[src/rtl/opl2_host_if_if.sv]
// Host bus bundle for the OPL2 host interface, plus the register-write
// command type shared by the block and its downstream stages.

typedef struct packed {
    logic       valid;
    logic [7:0] address;
    logic [7:0] data;
} opl2_reg_wr_t;

interface opl2_host_if_if;
    logic       cs_n;
    logic       wr_n;
    logic       rd_n;
    logic       a0;
    logic [7:0] din;
    logic [7:0] dout;

    // Host side drives strobes and write data, receives read data.
    modport master (output cs_n, wr_n, rd_n, a0, din, input dout);
    // Chip side samples strobes and write data, returns read data.
    modport slave  (input cs_n, wr_n, rd_n, a0, din, output dout);
endinterface

[src/rtl/opl2_host_if.sv]
// OPL2 host port: edge-detects host strobes, latches the register address,
// issues one register-write pulse per data write and enforces the chip's
// post-write wait time, flagging writes that arrive while busy.

module opl2_host_if #(
    parameter int ADDR_WAIT_CYCLES = 12,
    parameter int DATA_WAIT_CYCLES = 84
) (
    input  logic                clk,
    input  logic                reset_n,
    opl2_host_if_if.slave       host,
    input  logic [7:0]          status_in,
    output opl2_reg_wr_t        opl2_reg_wr,
    output logic                busy,
    output logic                overrun
);

    localparam int CNT_MAX = (ADDR_WAIT_CYCLES > DATA_WAIT_CYCLES) ?
                             ADDR_WAIT_CYCLES : DATA_WAIT_CYCLES;
    localparam int CW      = (CNT_MAX < 1) ? 1 : $clog2(CNT_MAX + 1);

    typedef enum logic [1:0] {IDLE, ADDR_WAIT, DATA_WAIT} state_t;

    state_t        state;
    logic [CW-1:0] cnt;
    logic [7:0]    addr_q;
    // Previous combined strobe levels (1 = inactive). Reset forces 0 so a
    // strobe already low at reset release is not mistaken for a new access.
    logic          wr_prev;
    logic          rd_prev;

    logic wr_lvl, rd_lvl, wr_ev, rd_ev;

    assign wr_lvl = host.cs_n | host.wr_n;
    assign rd_lvl = host.cs_n | host.rd_n;
    assign wr_ev  = ~wr_lvl & wr_prev;
    assign rd_ev  = ~rd_lvl & rd_prev;

    // The counter is non-zero exactly while the FSM is in a wait state.
    assign busy = (state != IDLE);

    // Strobe history, wait FSM/counter, address latch, write command and read data.
    always_ff @(posedge clk) begin
        if (!reset_n) begin
            state       <= IDLE;
            cnt         <= '0;
            addr_q      <= 8'h00;
            wr_prev     <= 1'b0;
            rd_prev     <= 1'b0;
            opl2_reg_wr <= '0;
            overrun     <= 1'b0;
            host.dout   <= 8'h00;
        end else begin
            wr_prev           <= wr_lvl;
            rd_prev           <= rd_lvl;
            opl2_reg_wr.valid <= 1'b0;

            case (state)
                ADDR_WAIT, DATA_WAIT: begin
                    cnt <= cnt - CW'(1);
                    if (cnt == CW'(1)) state <= IDLE;
                end
                default: ;
            endcase

            // A write wins over a simultaneous read; the read is simply lost.
            if (wr_ev) begin
                if (busy) begin
                    overrun <= 1'b1;
                end else if (!host.a0) begin
                    addr_q <= host.din;
                    cnt    <= CW'(ADDR_WAIT_CYCLES);
                    state  <= (ADDR_WAIT_CYCLES == 0) ? IDLE : ADDR_WAIT;
                end else begin
                    cnt                 <= CW'(DATA_WAIT_CYCLES);
                    state               <= (DATA_WAIT_CYCLES == 0) ? IDLE : DATA_WAIT;
                    opl2_reg_wr.valid   <= 1'b1;
                    opl2_reg_wr.address <= addr_q;
                    opl2_reg_wr.data    <= host.din;
                end
            end else if (rd_ev) begin
                host.dout <= host.a0 ? 8'hFF : status_in;
            end
        end
    end

endmodule

[src/flat_wrapper.sv]
// flat-port wrapper written by rule: the top's interface ports become plain ports
module opl2_host_if_flat 
#(
    parameter int ADDR_WAIT_CYCLES = 12,
    parameter int DATA_WAIT_CYCLES = 84
)
  (clk, reset_n, status_in, opl2_reg_wr, busy, overrun, host_cs_n, host_wr_n, host_rd_n, host_a0, host_din, host_dout);
  opl2_host_if_if host_i ();
  input  logic clk;
  input  logic reset_n;
  input  logic [7:0] status_in;
  output opl2_reg_wr_t opl2_reg_wr;
  output logic busy;
  output logic overrun;
  input wire logic [$bits(host_i.cs_n)-1:0] host_cs_n;
  input wire logic [$bits(host_i.wr_n)-1:0] host_wr_n;
  input wire logic [$bits(host_i.rd_n)-1:0] host_rd_n;
  input wire logic [$bits(host_i.a0)-1:0] host_a0;
  input wire logic [$bits(host_i.din)-1:0] host_din;
  output wire logic [$bits(host_i.dout)-1:0] host_dout;
  assign host_i.cs_n = host_cs_n;
  assign host_i.wr_n = host_wr_n;
  assign host_i.rd_n = host_rd_n;
  assign host_i.a0 = host_a0;
  assign host_i.din = host_din;
  assign host_dout = host_i.dout;
  opl2_host_if #(.ADDR_WAIT_CYCLES(ADDR_WAIT_CYCLES), .DATA_WAIT_CYCLES(DATA_WAIT_CYCLES)) u_core (.clk(clk), .reset_n(reset_n), .host(host_i), .status_in(status_in), .opl2_reg_wr(opl2_reg_wr), .busy(busy), .overrun(overrun));
endmodule
[config.mk]
export PLATFORM = sky130hd
export DESIGN_NAME = opl2_host_if_flat
export DESIGN_NICKNAME = d
export VERILOG_FILES = /design/src/rtl/opl2_host_if_if.sv /design/src/rtl/opl2_host_if.sv /design/src/flat_wrapper.sv
export SDC_FILE = /design/constraint.sdc
export NUM_CORES = 1
export LEC_CHECK = 0
export BUFFER_PORTS_ARGS = -buffer_cell sky130_fd_sc_hd__buf_2
export CAP_MARGIN = 25
export CORE_MARGIN = 2
export CORE_UTILIZATION = 50
export CTS_CLUSTER_SIZE = 8
export DETAILED_ROUTE_END_ITERATION = 8
export PLACE_DENSITY_LB_ADDON = 0.08
export SLEW_MARGIN = 5
export SYNTH_ARGS = -nofsm -noshare
export SYNTH_HDL_FRONTEND = slang
export SYNTH_SLANG_ARGS = --single-unit
[constraint.sdc]
create_clock -name clk -period 3 [get_ports clk]
set_input_delay 0.3 -clock clk [delete_from_list [all_inputs] [get_ports clk]]
set_output_delay 0.3 -clock clk [all_outputs]
set_load 0.005 [all_outputs]
==> reports/qor.yml, run 1 <==
status: "finished clean"
grt_antenna_before_repair: 0
fp.dieH_um: 62.15
synth-edff-count: 0
avgSynthCellArea_um2: 9.828
max_freq_ghz: 0.5105
port_buffers: 48
syn_area_mm2: 0.001690
ys_top_cells_by_area: "dfxtp_1 (53%), a22o_1 (8.3%), a21oi_1 (5.9%)"
gr-total-overflow: 0
top_layer: "met4"
fin_area_mm2: 0.002042
slowest_stage: "or4b_1"
synth_cell_types: 31
wl_met1_um: 1550
setup_viol: 0
dieArea_mm2: 0.003862
vdd_drop_max_uv: 459.0
p_leak_nw: 0.8661
cts_hold_buffers: 0
clkSlewWorstSetupHoldPaths_ns: 0.12
critPathMaxStageDelay_ns: 0.55
viasPerCell: 5.313
nNetsFinal: 243
gp_congestion: 0.7353
synthCells: 172
via_count: 1408
hold_violations: 0
worst-path-buf-inv: 1
mostFrequentLayoutCells: "buf_2 (48), dfxtp_1 (45), a21oi_1 (20), a22o_1 (16), nor2_1 (15)"
worstHoldPathType: "in2reg"
worst_pin_slew_ns: 0.9030
period_share_pct: 65.30
powerDensity_mw_per_mm2: 549.7
ys_ff_latch: 45
slew_headroom_pct: 39.48
post-place-ws_ns: 0.9524
layout_commonest_cell: "buf_2"
clockBufferDepth: 2
drive_gt1_share_pct: 28.31
rows: 21
async_flop_share_pct: 0
cap_violations: 0
cts_root_buffer: "clkbuf_4"
die_x_um: 62.15
cp_top_family: "simple AND/OR/NAND/NOR gates"
fillCellCount: 300
ys.flop_type: "dfxtp_1"
antenna_cells: 0
power_mw: 1.122
core-area_mm2: 0.003284
finalNonFillerCells: 265
dpl.hpwl_um: 2676
tns_ns: 0
dp_cells: 257
required_ns: 3.22
first_pass_iters: 4
crit_fanout: 7
routedWlPerCell_um: 13.74
clock_sinks: 45
synthToLayoutAreaGrowth_pct: 20.80
grt_start_max_net_pins: 24
yosysTopAreaCell: "dfxtp_1"
post_cts_resized: 0
crit_chain: "inv_1 -> ha_1 -> or4b_1 -> o311ai_0 -> a21oi_1"
yosys.area.top_type_share_pct: 53.29
end_kind: "flop"
grtUsageTotal_pct: 20.36
fin_skew_ns: 0.006441
first_global_vias: 1364
critPathLaunchType: "flop"
cts_buffers: 5
rsz0062_at_grt: "false"
drt-total-wl_um: 3641
synthesis.nets: 197
htreeDepth: 2
fin_crit_ns: 1.959
synth_seq_area_share_pct: 53.29
critPathArrivalTime_ns: 2.18
setup_slack_ns: 1.041
cts_tree: "built"
clk_latency_ns: 0.35
wl_met3_um: 238
slew_violations: 0
grt_pass1_wl_um: 6313
finish.utilization_pct: 62.17
wl_met2_um: 1803
io-pin-count: 49
placedInstanceArea_mm2: 0.001957
yosys_warnings: 0
postCtsSetupBuffers: 0
hold_ws_ns: 0.1764
initial_utilization_pct: 51.47
drtIter0Drc: 65
ant_nets: 0
path_class: "reg2reg"
drc: 0
worst register-to-register path, cell delays in order, from the launching register on:
cell and delay, ns:
dfxtp_1 0.35, inv_1 0.04, ha_1 0.38, or4b_1 0.55, o311ai_0 0.39, a21oi_1 0.11
cell families after synthesis:
group                    Yosys count  synth area share, %
AO/OA/AOI/OAI                     63                24.72
adder cells (fa/ha/maj)            3                2.221
AND/OR/NAND/NOR                   39                13.40
buffers and inverters             18                4.293
XOR/XNOR                           4                2.073
flip-flops                        45                53.29
routing by layer:
layer,vias up,global-route usage [%]
li1,710,-
met1,649,24.10
met2,43,34.78
met3,6,7.065
met4,0,6.389
met5,-,0
synth_stat cells, drive strengths merged, types with 3 or more instances:
| master | n |
|---|---|
| nand2 | 3 |
| inv | 6 |
| a22o | 16 |
| nand2b | 3 |
| dfxtp | 45 |
| clkbuf | 7 |
| o21ai | 10 |
| ha | 3 |
| nand3 | 8 |
| a211oi | 9 |
| nor2 | 15 |
| a21oi | 21 |
| buf | 4 |
final timing paths:
kind,start,endpoint,cells past startpoint,slack [ns]
setup / recovery,u_core.state[1],u_core.state[1],5,1.04
hold / removal,host_rd_n,u_core.rd_prev,3,0.18
setup reg to reg,u_core.state[1],u_core.state[1],5,1.04
hold reg to reg,u_core.addr_q[0],u_core.opl2_reg_wr[8],1,0.48
flip-flops by register name, indices dropped and copies added (netlist names):
name and flops:
u_core.opl2_reg_wr 17, u_core.rd_prev 1, u_core.cnt 7, u_core.overrun 1, u_core.wr_prev 1, u_core.host.dout 8, u_core.state 2, u_core.addr_q 8
power breakdown:
group	total (mW)	switching (mW)	internal [mW]	leakage, nW
sequential	0.635	0.0161	0.619	0.365
clock	0.376	0.177	0.199	0.0455
combinational	0.111	0.0622	0.0489	0.455
total	1.12	0.256	0.867	0.866
area by class of cell:
cell class	instances	area [um^2]	share of cell area (%)
clock buffer	7	55.05	2.696
clock inverter	1	30.03	1.471
inverter	7	26.28	1.287
multi-input combinational	109	716.9	35.11
sequential	45	900.9	44.12
tap	46	57.56	2.819
timing repair buffer	50	255.2	12.50
No activity file was read; power rests on OpenSTA's default activity.
==> inputs of run 2 (changes only) <==
- ABC_AREA: unset -> 1
- clock period: 3 -> 2 ns (I/O delays scaled with it)
==> run 2 against run 1 <==
Compared with the run above:
- synthesized area is 11% higher
- maximum frequency rose by 27%
- final area increased by 12%
- synthesized cell count up 45%
- worst hold slack got worse by 0.071 ns
- sequential power up 50%
==> reports/qor.yml, run 2 <==
worstHoldPathType: "in2reg"
dpl.hpwl_um: 2606
tns_ns: 0
fin_crit_ns: 1.540
synthesis.nets: 274
avgSynthCellArea_um2: 7.547
rsz0062_at_grt: "false"
seqPwrFrac_pct: 49.0
status: "finished clean"
gp_congestion: 0.7628
synth_cell_types: 23
ant_nets: 0
cts_hold_buffers: 0
yosys.area.top_type_share_pct: 47.94
hold_violations: 0
ys.flop_type: "dfxtp_1"
critPathMaxStageDelay_ns: 0.34
reg.largest.list: "u_core.opl2_reg_wr (17), u_core.addr_q (8), u_core.host.dout (8)"
setup_viol: 0
synthToLayoutAreaGrowth_pct: 21.37
p_sw_share_pct: 22.62
slowest_stage: "nor2_8"
critPathArrivalTime_ns: 1.78
p_sw_mw: 0.4401
synth_commonest_cells: "nand2_1 (72), dfxtp_1 (45), nor2_1 (31)"
ys_top_cells_by_area: "dfxtp_1 (48%), nand2_1 (14%), nand3_1 (7.5%)"
crit_fanout: 18
cts_root_buffer: "clkbuf_8"
synth_seq_area_share_pct: 47.94
clock_sinks: 45
htreeDepth: 2
grt_start_max_net_pins: 30
largest_reg_flops: 17
dieArea_mm2: 0.004265
vdd_drop_max_uv: 521.2
max_freq_ghz: 0.6495
first_global_vias: 1442
io-pin-count: 49
grt_antenna_before_repair: 0
cp_top_family: "simple AND/OR/NAND/NOR gates"
worst-path-buf-inv: 1
yosysTopAreaCell: "dfxtp_1"
grtUsageTotal_pct: 19.02
first_pass_iters: 4
rows: 22
powerDensity_mw_per_mm2: 853.0
synth-edff-count: 0
antenna_cells: 0
drt-total-wl_um: 3707
async_flop_share_pct: 0
port_buffers: 48
routedWlPerCell_um: 10.68
crit_chain: "inv_1 -> ha_1 -> nand4_4 -> nor2_8 -> nand2_1 -> nand2_1"
p_comb_share_pct: 10.4
p_leak_nw: 1.147
syn_area_mm2: 0.001879
fillCellCount: 382
p_int_mw: 1.506
initial_utilization_pct: 51.72
period_share_pct: 76.98
yosys_warnings: 0
die_x_um: 65.31
cp_common_cell: "nand2_1"
worst_pin_slew_ns: 0.4783
mostFrequentLayoutCells: "nand2_1 (72), buf_2 (48), dfxtp_1 (45), nor2_1 (31), nand3_1 (28)"
viasPerCell: 4.671
layout_commonest_cell: "nand2_1"
clockBufferDepth: 2
nNetsFinal: 323
clk_latency_ns: 0.29
post-synth-top-count-cell: "nand2_1"
core-area_mm2: 0.003633
fp.dieH_um: 65.31
cts_buffers: 5
cts_tree: "built"
drive_gt1_share_pct: 25.08
path_class: "reg2reg"
gr-total-overflow: 0
post_cts_resized: 0
drtIter0Drc: 86
ys_ff_latch: 45
synthCells: 249
drc: 0
end_kind: "flop"
clkSlewWorstSetupHoldPaths_ns: 0.08
hold_ws_ns: 0.1056
cap_violations: 0
slew_violations: 0
critPathLaunchType: "flop"
via_count: 1621
clock_power_share_pct: 40.7
largest-register: "u_core.opl2_reg_wr"
postCtsSetupBuffers: 0
grt_pass1_wl_um: 6292
required_ns: 2.24
fin_skew_ns: 0.003530
slew_headroom_pct: 68.08
run 2: cell types whose count changed after synthesis, moves of 6 or more:
cell,before,now
nand3_1,8,28
a22o_1,16,0
inv_1,6,23
or2_2,0,8
a21oi_1,20,12
nand2_1,3,72
o21ai_0,10,4
nor2_1,15,31
a211oi_1,9,0
run 2: final cells by class:
class / instances / area, um^2 / area share (%)
Sequential cell: 45 / 900.9 / 39.50
Multi-Input combinational cell: 172 / 840.8 / 36.86
Timing Repair Buffer: 50 / 255.2 / 11.19
Inverter: 24 / 90.09 / 3.950
Clock buffer: 5 / 68.82 / 3.017
Clock inverter: 3 / 65.06 / 2.852
Tap cell: 48 / 60.06 / 2.633
run 2: cells by family (layout without fill, tap and decap cells):
group                      after synthesis  in the layout  synth area share, %
buffers and inverters                   32             82                7.323
AOI/OAI and AO/OA                       19             19                5.393
and+or+nand+nor                        150            150                37.35
adders and majority gates                3              3                1.998
DFF                                     45             45                47.94
run 2: worst paths after layout:
kind	startpoint	slack, ns	depth (start not counted)	end
worst min register to register	u_core.addr_q[7]	0.45	2	u_core.opl2_reg_wr[15]
worst min-delay path	host_din[7]	0.11	3	u_core.opl2_reg_wr[7]
worst max-delay path	u_core.state[0]	0.46	6	u_core.opl2_reg_wr[14]
worst max register to register	u_core.state[0]	0.46	6	u_core.opl2_reg_wr[14]
run 2: stage by stage:
step	utilization, %	area, um^2	worst slack [ns]	total power [mW]	instances
floorplan	-	1879	0.7250	1.110	249
global placement	59.09	2147	0.4928	1.173	339
detailed placement	59.09	2147	0.4727	1.175	339
CTS	62.78	2281	0.4391	1.965	347
global route	62.78	2281	0.3226	2.038	347
finish	62.78	2281	0.4603	1.946	347
run 2: tightest hold or removal path, delay by kind of cell:
family / cells / cell delay [ns]
AND/OR/NAND/NOR: 2 / 0.09
buffers and inverters: 1 / 0.09
run 2: power groups by stage:
| stage | combinational, mW | clock [mW] | sequential, mW |
|---|---|---|---|
| global route | 0.234 | 0.845 | 0.958 |
| CTS | 0.202 | 0.810 | 0.953 |
| floorplan | 0.139 | 0 | 0.970 |
| detailed placement | 0.202 | 0 | 0.974 |
| global placement | 0.201 | 0 | 0.973 |
| finish | 0.202 | 0.791 | 0.953 |
run 2: layer usage:
metal	vias up	wire length [um]	GRT usage [%]
met5	-	0	0
met4	0	39	7.813
met3	4	145	5.651
met1	707	1820	23.54
met2	27	1702	30.87
li1	883	-	-
